`config.mk`:
```
export PLATFORM = sky130hd
export DESIGN_NAME = pipe_scoreboard
export DESIGN_NICKNAME = d
export VERILOG_FILES = /design/src/rtl/pipe_pkg.sv /design/src/rtl/pipe_sb_match.sv /design/src/rtl/pipe_scoreboard.sv
export SDC_FILE = /design/constraint.sdc
export NUM_CORES = 1
export LEC_CHECK = 0
export ABC_CLOCK_PERIOD_IN_PS = 3600
export CORE_MARGIN = 2
export CORE_UTILIZATION = 43
export CTS_CLUSTER_SIZE = 25
export DETAILED_ROUTE_END_ITERATION = 8
export DONT_BUFFER_PORTS = 1
export PLACE_DENSITY = 0.57
export SLEW_MARGIN = 20
export SYNTH_ARGS = -nofsm -noshare
export SYNTH_HDL_FRONTEND = slang
export SYNTH_HIERARCHICAL = 1
export SYNTH_SLANG_ARGS = --single-unit
```
`constraint.sdc`:
```
create_clock -name clk_i -period 3.6 [get_ports clk_i]
set_input_delay 0.72 -clock clk_i [delete_from_list [all_inputs] [get_ports clk_i]]
set_output_delay 0.72 -clock clk_i [all_outputs]
set_load 0.005 [all_outputs]
```
`src/rtl/pipe_pkg.sv`:
```
// Shared types and constants for the pipeline hazard/forwarding scoreboard.
// Contents:
//   FWD_*       forward-select encodings (0 = ID/EX register data, k = pipeline register k)
//   RDY_*       first slot at which a result can be forwarded (ALU / load)
//   slot_t      one tracked in-flight instruction {valid, we, dst, rdy}
//   SLOT_EMPTY  bubble value for a slot
// The slot fields are sized for the widest supported configuration
// (REG_ADDR_W <= SLOT_ADDR_W, STAGES <= 2**SLOT_SEL_W). Narrower
// instances zero-extend into them.
package pipe_pkg;

   localparam int unsigned FWD_RF    = 0;
   localparam int unsigned FWD_EXMEM = 1;
   localparam int unsigned FWD_MEMWB = 2;

   localparam int unsigned RDY_ALU  = 1;
   localparam int unsigned RDY_LOAD = 2;

   localparam int unsigned SLOT_ADDR_W = 8;
   localparam int unsigned SLOT_SEL_W  = 4;

   typedef struct packed {
      logic                   valid;
      logic                   we;
      logic [SLOT_ADDR_W-1:0] dst;
      logic [SLOT_SEL_W-1:0]  rdy;
   } slot_t;

   localparam slot_t SLOT_EMPTY = '0;

endpackage

```
`src/rtl/pipe_sb_match.sv`:
```
// Youngest-producer search for one source operand.
// Ports:
//   slots_i   searchable slots 0..STAGES-2 (slot 0 youngest); the last slot is
//             covered by the write-through register file and is not passed in
//   use_i     the ID instruction reads this operand
//   src_i     source register address
//   sel_o     forward select for EX next cycle (0 = register data)
//   hazard_o  youngest producer will not be ready in time; the consumer must stall
module pipe_sb_match
   import pipe_pkg::*;
#(
   parameter int unsigned REG_ADDR_W = 5,
   parameter int unsigned STAGES     = 3,
   parameter int unsigned SEL_W      = $clog2(STAGES)
)(
   input  slot_t [STAGES-2:0]     slots_i,
   input  logic                   use_i,
   input  logic [REG_ADDR_W-1:0]  src_i,
   output logic [SEL_W-1:0]       sel_o,
   output logic                   hazard_o
);

   // Walk from oldest to youngest so the youngest match overwrites any older one.
   // A producer in slot j-1 sits in slot j when the consumer reaches EX.
   always_comb begin
      sel_o    = SEL_W'(FWD_RF);
      hazard_o = 1'b0;
      if (use_i && (src_i != '0)) begin
         for (int unsigned j = STAGES - 1; j > 0; j--) begin
            if (slots_i[j-1].valid && slots_i[j-1].we &&
                (slots_i[j-1].dst == SLOT_ADDR_W'(src_i))) begin
               if (j >= 32'(slots_i[j-1].rdy)) begin
                  sel_o    = SEL_W'(j);
                  hazard_o = 1'b0;
               end else begin
                  sel_o    = SEL_W'(FWD_RF);
                  hazard_o = 1'b1;
               end
            end
         end
      end
   end

endmodule

```
`src/rtl/pipe_scoreboard.sv`:
```
// Hazard and forwarding scoreboard beside the ID stage.
// Tracks every in-flight register writer across STAGES post-ID slots
// (slot 0 = ID/EX, 1 = EX/MEM, 2 = MEM/WB, ...), raises a combinational
// stall for the ID instruction and registers forward selects aligned with EX.
// Ports:
//   clk_i, rst_i               clock, synchronous active-high reset
//   issue_valid_i/we_i/dst_i   ID instruction and its destination
//   issue_rdy_i                first slot at which its result is forwardable
//   use_rs_i/rs_i, use_rt_i/rt_i  source operands of the ID instruction
//   flush_i                    taken branch: drop ID instruction, kill young slots
//   hold_i                     external freeze: no state change
//   stall_o                    combinational hazard for the ID instruction
//   fwd_a_o, fwd_b_o           registered EX operand selects
//   inflight_o                 number of valid writer slots
//   stall_cnt_o                saturating count of stalled cycles
module pipe_scoreboard
   import pipe_pkg::*;
#(
   parameter int unsigned REG_ADDR_W  = 5,
   parameter int unsigned STAGES      = 3,
   parameter int unsigned FLUSH_DEPTH = 2,
   parameter int unsigned SEL_W       = $clog2(STAGES),
   parameter int unsigned CNT_W       = 16
)(
   input  logic                         clk_i,
   input  logic                         rst_i,
   input  logic                         issue_valid_i,
   input  logic                         issue_we_i,
   input  logic [REG_ADDR_W-1:0]        issue_dst_i,
   input  logic [SEL_W-1:0]             issue_rdy_i,
   input  logic                         use_rs_i,
   input  logic                         use_rt_i,
   input  logic [REG_ADDR_W-1:0]        rs_i,
   input  logic [REG_ADDR_W-1:0]        rt_i,
   input  logic                         flush_i,
   input  logic                         hold_i,
   output logic                         stall_o,
   output logic [SEL_W-1:0]             fwd_a_o,
   output logic [SEL_W-1:0]             fwd_b_o,
   output logic [$clog2(STAGES+1)-1:0]  inflight_o,
   output logic [CNT_W-1:0]             stall_cnt_o
);

   localparam int unsigned INF_W = $clog2(STAGES + 1);

   slot_t [STAGES-1:0] slot_q, slot_d;
   logic [SEL_W-1:0]   fwd_a_q, fwd_a_d;
   logic [SEL_W-1:0]   fwd_b_q, fwd_b_d;
   logic [CNT_W-1:0]   cnt_q, cnt_d;
   logic [INF_W-1:0]   inflight;

   logic [SEL_W-1:0]   sel_a, sel_b;
   logic               haz_a, haz_b;
   logic               stall;
   logic               accept;

   pipe_sb_match #(
      .REG_ADDR_W (REG_ADDR_W),
      .STAGES     (STAGES),
      .SEL_W      (SEL_W)
   ) u_match_rs (
      .slots_i  (slot_q[STAGES-2:0]),
      .use_i    (use_rs_i),
      .src_i    (rs_i),
      .sel_o    (sel_a),
      .hazard_o (haz_a)
   );

   pipe_sb_match #(
      .REG_ADDR_W (REG_ADDR_W),
      .STAGES     (STAGES),
      .SEL_W      (SEL_W)
   ) u_match_rt (
      .slots_i  (slot_q[STAGES-2:0]),
      .use_i    (use_rt_i),
      .src_i    (rt_i),
      .sel_o    (sel_b),
      .hazard_o (haz_b)
   );

   // Flush overrides the hazard: the instruction is dropped, not stalled.
   assign stall  = issue_valid_i & ~flush_i & (haz_a | haz_b);
   assign accept = issue_valid_i & ~flush_i & ~stall;

   always_comb begin
      slot_d  = slot_q;
      fwd_a_d = fwd_a_q;
      fwd_b_d = fwd_b_q;
      cnt_d   = cnt_q;
      if (!hold_i) begin
         // Shift older; on flush the young entries moving into slots
         // 1..FLUSH_DEPTH-1 are killed in transit.
         for (int unsigned j = 1; j < STAGES; j++) begin
            slot_d[j] = slot_q[j-1];
            if (flush_i && (j < FLUSH_DEPTH)) begin
               slot_d[j].valid = 1'b0;
            end
         end
         slot_d[0] = SLOT_EMPTY;
         if (accept) begin
            slot_d[0] = '{valid: 1'b1,
                          we:    issue_we_i,
                          dst:   SLOT_ADDR_W'(issue_dst_i),
                          rdy:   SLOT_SEL_W'(issue_rdy_i)};
         end
         fwd_a_d = accept ? sel_a : SEL_W'(FWD_RF);
         fwd_b_d = accept ? sel_b : SEL_W'(FWD_RF);
         if (stall && (cnt_q != '1)) begin
            cnt_d = cnt_q + CNT_W'(1);
         end
      end
   end

   always_ff @(posedge clk_i) begin
      if (rst_i) begin
         slot_q  <= '0;
         fwd_a_q <= '0;
         fwd_b_q <= '0;
         cnt_q   <= '0;
      end else begin
         slot_q  <= slot_d;
         fwd_a_q <= fwd_a_d;
         fwd_b_q <= fwd_b_d;
         cnt_q   <= cnt_d;
      end
   end

   always_comb begin
      inflight = '0;
      for (int unsigned j = 0; j < STAGES; j++) begin
         if (slot_q[j].valid && slot_q[j].we) begin
            inflight = inflight + INF_W'(1);
         end
      end
   end

   assign stall_o     = stall;
   assign fwd_a_o     = fwd_a_q;
   assign fwd_b_o     = fwd_b_q;
   assign inflight_o  = inflight;
   assign stall_cnt_o = cnt_q;

endmodule

```
After elaboration in Yosys (flattened, before gate mapping)
Cells that the tools add are included.
{"block": "classes", "mux": 23, "n_reduce_logical": 13, "order_cmp": 2, "bitwise": 7, "n_eq_ne": 5, "addsub": 3}
{"cell": "$eq 8x5->1", "count": 4}
{"cell": "$mux 2", "count": 11}
{"cell": "$add 16x1->16 const B", "count": 1}
{"cell": "$ne 16x16->1 const B", "count": 1}
{"cell": "$mux 14", "count": 1}
{"cell": "$mux 1", "count": 11}
{"cell": "$logic_and 1x1->1", "count": 10}
{"cell": "$reduce_bool 5->1", "count": 2}
{"cell": "$add 2x1->2 const B", "count": 2}
{"cell": "$ge 1x4->1 const A", "count": 1}
{"cell": "$ge 2x4->1 const A", "count": 1}
{"cell": "$and 1x1->1", "count": 3}
{"cell": "$not 1->1", "count": 3}
{"cell": "$reduce_and 2->1", "count": 1}
{"cell": "$or 1x1->1", "count": 1}
{"block": "totals", "output_inout_bits": 23, "register_bits": 50, "in_bits": 25, "elab_cells": 66}

Depth between registers and ports, before layout
Gate-level depths: netlist of run 1.
{"block": "logic_depth", "depth_word": 10, "ltp_mapped": 10, "ltp_nobuf": 9}

Modules after synthesis
Netlist of run 1, hierarchy kept.
{"mod": "pipe_scoreboard", "cells_each": 193, "n_inst": 1, "seq_area_each_um2": 800.8, "area_each_um2": 1776.7}
{"mod": "pipe_sb_match", "cells_each": 31, "n_inst": 2, "seq_area_each_um2": 0.0, "area_each_um2": 234.0}

Worst setup path before layout of run 1
No wires, ideal clock.
{"block": "synth_path", "kind": "input -> register", "from": "input port rt_i[1]", "to": "register cnt_q[6], in the netlist stall_cnt_o[6]", "path_buffers": 1, "setup_time_ns": 0.123, "setup_slack_ns": 0.357, "cell_stages": 10, "t_arrival_ns": 3.120, "required_time_ns": 3.477, "cell_sequence": "xor2_1 -> or4_4 -> or4_1 -> mux2i_1 -> nor2_1 -> or2_0 -> buf_6 -> nor3b_2 -> and2b_1 -> mux2_1"}
{"block": "synth_via", "elab_chain_len": 9, "word_cells_on_any_way": 13, "cone_classes": "eq/ne (2); mux (3); bitwise (2); reduce/logical (6)"}
{"item": "start: declaration", "line": "pipe_scoreboard.sv:34", "text": "input logic [REG_ADDR_W-1:0] rt_i,"}
{"item": "$eq 8x5->1", "line": "pipe_sb_match.sv:31", "text": "(slots_i[j-1].dst == SLOT_ADDR_W'(src_i))) begin"}
{"item": "$logic_and 1x1->1", "line": "pipe_sb_match.sv:30", "text": "if (slots_i[j-1].valid && slots_i[j-1].we &&"}
{"item": "$mux 1 (2 in series)", "line": "pipe_sb_match.sv:30"}
{"item": "$mux 1 (*)", "line": "pipe_sb_match.sv:28", "text": "if (use_i && (src_i != '0)) begin"}
{"item": "named net haz_b", "line": "pipe_scoreboard.sv:53", "text": "logic haz_a, haz_b;"}
{"item": "$or 1x1->1 (*)", "line": "pipe_scoreboard.sv:82", "text": "assign stall = issue_valid_i & ~flush_i & (haz_a | haz_b);"}
{"item": "$and 1x1->1 (*)", "line": "pipe_scoreboard.sv:82"}
{"item": "$logic_and 1x1->1 (*)", "line": "pipe_scoreboard.sv:108", "text": "if (stall && (cnt_q != '1)) begin"}
{"item": "$reduce_and 2->1 (no source line) (*)"}
{"item": "end signal: assignment", "line": "pipe_scoreboard.sv:124", "text": "cnt_q <= cnt_d;"}
{"item": "end: declaration", "line": "pipe_scoreboard.sv:49", "text": "logic [CNT_W-1:0] cnt_q, cnt_d;"}
The timed path passes the listed nets; every way through them passes the cells marked *.
A chain may end at the register's enable or synchronous reset.

Worst setup path after layout of run 1
{"block": "layout_path", "from": "input port rs_i[1]", "to": "output port stall_o"}
{"block": "layout_via", "elab_chain_len": 7, "word_cells_on_any_way": 11, "cone_classes": "eq/ne (2); mux (3); bitwise (2); reduce/logical (4)"}
{"item": "start: declaration", "line": "pipe_scoreboard.sv:33", "text": "input logic [REG_ADDR_W-1:0] rs_i,"}
{"item": "$eq 8x5->1", "line": "pipe_sb_match.sv:31"}
{"item": "$logic_and 1x1->1", "line": "pipe_sb_match.sv:30"}
{"item": "$mux 1 (2 in series)", "line": "pipe_sb_match.sv:30"}
{"item": "$mux 1 (*)", "line": "pipe_sb_match.sv:28"}
{"item": "named net haz_a", "line": "pipe_scoreboard.sv:53"}
{"item": "$or 1x1->1 (*)", "line": "pipe_scoreboard.sv:82"}
{"item": "$and 1x1->1 (*)", "line": "pipe_scoreboard.sv:82"}
{"item": "end: declaration", "line": "pipe_scoreboard.sv:37", "text": "output logic stall_o,"}
Marked as above.

==> flow_metrics.tcl, run 1 <==
set metrics [dict create \
    status "completed" \
    postLayoutCoreUtil_pct 49.70 \
    swShare_pct 20.28 \
    layout_worst_path_cycle_share_pct 90.92 \
    placed_cell_area_mm2 0.002396 \
    intPower_uw 712.8 \
    initial_core_util_pct 44.23 \
    io_pins 48 \
    clk_pin_slew_ps 80 \
    cpMaxStageDelayCell "or4_4" \
    dieArea_mm2 0.005814 \
    power.density_mw_per_mm2 354.5 \
    period_needed_ps 3273 \
    layout.nets 308 \
    fp.dieH_um 76.25 \
    yosysWarnings 6 \
    final-hold-violation-count 0 \
    postCtsSetupBuffers 0 \
    drive_gt1_share_pct 7.829 \
    p_comb_share_pct 4.7 \
    core_area_mm2 0.005075 \
    place_inst 343 \
    gp_congestion 0.8177 \
    worstSetupStartpointType "input pin" \
    diodes 0 \
    cts_root_buffer "clkbuf_8" \
    synth-seq-cells 40 \
    hpwlAfterDp_um 3846 \
    final_max_slew_viol_count 0 \
    numPortBuffers 0 \
    path_max_fanout 4 \
    worst-setup-path-type "in -> out" \
    grt_start_max_net_pins 43 \
    worst_path_largest_cell_delay_ps 520 \
    setup_viol 0 \
    grt_pass1_wl_um 8597 \
    die_w_um 76.25 \
    maxCapViolCount 0 \
    rsz0062_at_grt "no" \
    cts_tree "built" \
    ys_seq_area_share_pct 35.67 \
    netlist_area_mm2 0.002245 \
    power_frac_seq_pct 50.4 \
    fmax_mhz 305.5 \
    layout.cells.non_filler 351 \
    endpoint_kind "output pin" \
    crit_required_ps 2880 \
    ys_types 47 \
    firstDrtPassIters 4 \
    clk_latency_ps 290 \
    syn_inst 255 \
    hp-class "in -> reg" \
    tightest_slew_ps 729.1 \
    cts.sinks 40 \
    critPathArrivalTime_ps 2550 \
    leakage_nw 0.8960 \
    cts_buffer_depth 2 \
    antenna_found_initial 0 \
    grtUsageTotal_pct 18.40 \
    slew_headroom_pct 51.02 \
    cts_buffers 5 \
    design_area_mm2 0.002522 \
    via_count 1843 \
    htreeDepth 2 \
    cts_resized 0 \
    clockPowerShare_pct 44.9 \
    ir_worst_vdd_mv 0.1438 \
    hold_buffers 0 \
    nFillCells 512 \
    overflow 0 \
    drc 0 \
    routed_wl_um 4998 \
    fin_worst_skew_ps 4.818 \
    num_rows 26 \
    ant_nets 0 \
    synth_area_per_cell_um2 8.803 \
    drtIter0Drc 118 \
    wl_per_cell_um 14.24 \
    worstPathCellList "xor2_1 -> or4_4 -> or4_1 -> mux2i_1 -> nor2_1 -> nor3b_1" \
    synth_flop_cell "dfxtp_1" \
    first_global_vias 1789 \
    synth-edff-count 0 \
    setup_tns_ps 0 \
    async_flop_share_pct 0 \
    syn_to_final_growth_pct 12.37 \
    viasPerCell 5.251 \
    switchingPower_uw 181.4 \
    power.total_uw 894.2 \
]
-- flip-flops by register name, summed over array words and instances (netlist names) --
name         count
fwd_a_o          2
slot_q          20
stall_cnt_o     16
fwd_b_o          2
-- layout make-up --
| type | count | area [um^2] | share of cell area (%) |
|---|---|---|---|
| Sequential cell | 40 | 800.8 | 31.75 |
| Clock buffer | 7 | 96.34 | 3.819 |
| Multi-Input combinational cell | 227 | 1474 | 58.43 |
| Clock inverter | 1 | 30.03 | 1.190 |
| Inverter | 3 | 11.26 | 0.4464 |
| Tap cell | 70 | 87.58 | 3.472 |
| Timing Repair Buffer | 3 | 22.52 | 0.8929 |
-- cells in the mapped netlist (2+ instances only) --
master,n,area [um^2]
a211oi_1,2,15.01
a21oi_1,7,35.03
a22oi_1,12,90.09
and2_1,2,12.51
and3_1,2,12.51
and3b_1,3,26.28
buf_1,2,7.510
buf_6,2,22.52
clkbuf_1,6,22.52
dfxtp_1,40,800.8
ha_1,3,37.54
inv_1,3,11.26
mux2i_1,12,120.1
nand2_1,16,60.06
nand2b_1,2,12.51
nand3_1,8,40.04
nand4_1,7,43.79
nand4b_1,2,17.52
nand4bb_1,2,22.52
nor2_1,38,142.6
nor3_1,11,55.05
nor3b_1,3,22.52
nor4_1,4,25.02
o21ai_0,4,20.02
o21ai_2,2,17.52
or3_1,4,25.02
or4_1,6,45.04
or4_4,2,22.52
xnor2_1,24,210.2
xor2_1,7,61.31
-- routing by layer --
| layer | up-vias | global-route usage (%) | wire (um) |
|---|---|---|---|
| li1 | 946 | - | - |
| met1 | 856 | 21.48 | 2085 |
| met2 | 37 | 31.86 | 2601 |
| met3 | 4 | 6.280 | 273 |
| met4 | 0 | 5.455 | 38 |
| met5 | - | 0 | 0 |
-- power by group through the flow --
stage          sequential [mW]  combinational (mW)  clock [mW]
3_5_place_dp             0.461              0.0412           0
4_1_cts                  0.451              0.0415       0.415
6_report                 0.451              0.0417       0.402
2_1_floorplan            0.460              0.0464           0
5_1_grt                  0.452              0.0475       0.436
3_3_place_gp             0.462              0.0410           0
-- cell usage in the layout, fill, tap and decap left out, drive strengths merged, types with 4 or more instances in the layout --
master   n
a21oi    7
a22oi   12
clkbuf   7
conb    26
dfxtp   40
mux2i   12
nand2   16
nand3    8
nand4    7
nor2    39
nor3    11
nor3b    4
nor4     6
o21ai    6
or3      4
or4      8
xnor2   24
xor2     7
-- per-stage QoR --
stage | setup slack, ps | hold slack (ps)
5_1_grt | 249.2 | 470.7
3_3_place_gp | 288.0 | 480.6
6_report | 327.0 | 489.4
3_5_place_dp | 262.2 | 486.9
2_1_floorplan | 357.0 | 460.8
4_1_cts | 308.5 | 476.1
-- cell families after synthesis --
kind of cell,Yosys count,share of synthesized area (%)
flip-flops,40,35.67
AO/OA/AOI/OAI,30,9.978
other,1,0.1671
buffers and inverters,13,2.843
XOR/XNOR,31,12.10
adder cells (fa/ha/maj),3,1.672
multiplexers,13,5.853
AND/OR/NAND/NOR,124,31.72
-- path summary, 6_finish.rpt --
kind	from	end	slack, ps	depth (start not counted)
min reg2reg	slot_q[41]	slot_q[41]	510	2
max reg2reg	slot_q[19]	stall_cnt_o[6]	630	9
max	rs_i[1]	stall_o	330	6
min	rst_i	stall_cnt_o[2]	490	1
-- critical path, delay by kind of cell --
kind | cells | cell delay, ps
xor+xnor | 1 | 140
mux | 1 | 200
simple gates | 4 | 1500
Power figures use the tool's default switching activity.
==> run 2, diff against run 1 <==
--- a/config.mk
+++ b/config.mk
@@ -11,7 +11,6 @@
 export CTS_CLUSTER_SIZE = 25
 export DETAILED_ROUTE_END_ITERATION = 8
 export DONT_BUFFER_PORTS = 1
-export PLACE_DENSITY = 0.57
 export SLEW_MARGIN = 20
 export SYNTH_ARGS = -nofsm -noshare
 export SYNTH_HDL_FRONTEND = slang
==> flow_metrics.tcl, run 2 (same netlist as run 1, synthesis figures left out) <==
set metrics [dict create \
    period_needed_ps 3211 \
    place_inst 342 \
    pre_cts_ws_ps 296.8 \
    layout_worst_path_cycle_share_pct 89.21 \
    tightest_slew_ps 819.7 \
    worst_path_largest_cell_delay_ps 510 \
    path_buf_inv 0 \
    clk_pin_slew_ps 90 \
    status "completed" \
    layout.cells.non_filler 350 \
    crit_required_ps 2880 \
    hpwlAfterDp_um 3717 \
    maxCapViolCount 0 \
    power.total_uw 862.9 \
    top_register "slot_q" \
    fmax_mhz 311.4 \
    endpoint_kind "output pin" \
    ff2ff_setup_slack_ps 670 \
    cts_root_buffer "clkbuf_8" \
    num_rows 26 \
    setup_viol 0 \
    clk_latency_ps 300 \
    power.density_mw_per_mm2 345.2 \
    drive_gt1_share_pct 7.500 \
    postCtsSetupBuffers 0 \
    layout_commonest_cell "dfxtp_1" \
    hold_path.startpoint "rst_i" \
    grt_start_max_net_pins 43 \
    layout_common_cells "dfxtp_1, nor2_1, conb_1" \
    viasPerCell 5.266 \
    postLayoutCoreUtil_pct 49.26 \
    ir_worst_vdd_mv 0.2103 \
    final-hold-violation-count 0 \
    drc 0 \
    numPortBuffers 0 \
    diodes 0 \
    cts_resized 0 \
    r2r_start "slot_q[19]" \
    path_max_fanout 4 \
    overflow 0 \
    via_count 1843 \
    fin_worst_skew_ps 8.176 \
    rsz0062_at_grt "no" \
    hold_buffers 0 \
    layout.nets 307 \
    design_area_mm2 0.002500 \
    placed_cell_area_mm2 0.002389 \
    leakage_nw 0.8815 \
    drtIter0Drc 100 \
    hp-class "in -> reg" \
    ant_nets 0 \
    final_max_slew_viol_count 0 \
    wl_per_cell_um 14.36 \
    dieArea_mm2 0.005814 \
    fin_ws_ps 388.6 \
    core_area_mm2 0.005075 \
    routed_wl_um 5027 \
    cpLargestDelayFamily "simple AND/OR/NAND/NOR gates" \
    grtUsageTotal_pct 18.03 \
    setup_tns_ps 0 \
    fp.dieH_um 76.25 \
    cts_buffers 5 \
    die_w_um 76.25 \
    grt_pass1_wl_um 8521 \
    slew_headroom_pct 44.93 \
    worstSetupStartpointType "input pin" \
    htreeDepth 2 \
    setup.worst_path.start "rs_i[1]" \
    io_pins 48 \
    initial_core_util_pct 44.23 \
    cts_buffer_depth 2 \
    cts.sinks 40 \
    critPathArrivalTime_ps 2490 \
    firstDrtPassIters 4 \
    holdWs_ps 483.7 \
    worstPathCellList "xor2_1 -> or4_4 -> or4_1 -> mux2i_1 -> nor2_1 -> nor3b_1" \
    syn_to_final_growth_pct 11.37 \
    largest_reg_flops 20 \
    first_global_vias 1769 \
    cpMaxStageDelayCell "or4_4" \
    antenna_found_initial 0 \
    gp_congestion 0.8058 \
    cts_tree "built" \
    worst-setup-path-type "in -> out" \
]
run 2: power breakdown:
part	internal, mW	switching, mW	total (mW)
Clock	0.205	0.165	0.370
Sequential	0.446	0.00530	0.451
Combinational	0.0223	0.0193	0.0416
run 2: cell type report:
| type | instances | area (um^2) |
|---|---|---|
| clock buffer | 5 | 68.82 |
| clock inverter | 3 | 42.54 |
| fill | 518 | 2575 |
| inverter | 3 | 11.26 |
| multi-input combinational | 227 | 1474 |
| sequential | 40 | 800.8 |
| tap | 70 | 87.58 |
| timing repair buffer | 2 | 15.01 |
run 2: routing by layer:
metal | GRT usage (%) | vias to the layer above | share of wire, %
met1 | 21.95 | 849 | 43
met4 | 5.636 | 0 | 1.3
met3 | 6.991 | 7 | 7.1
met2 | 29.38 | 45 | 49
li1 | - | 942 | -
met5 | 0 | - | 0
run 2: worst paths after layout:
path | end | depth (start not counted)
setup / recovery | stall_o | 6
hold / removal | slot_q[13] | 1
setup reg to reg | stall_cnt_o[14] | 10
hold reg to reg | slot_q[40] | 2
==> run 3, diff against run 2 <==
--- a/config.mk
+++ b/config.mk
@@ -6,6 +6,7 @@
 export NUM_CORES = 1
 export LEC_CHECK = 0
 export ABC_CLOCK_PERIOD_IN_PS = 3600
+export CAP_MARGIN = 10
 export CORE_MARGIN = 2
 export CORE_UTILIZATION = 43
 export CTS_CLUSTER_SIZE = 25
==> results of run 3 <==
Final layout, timing and power as in run 2 (identical DEF).
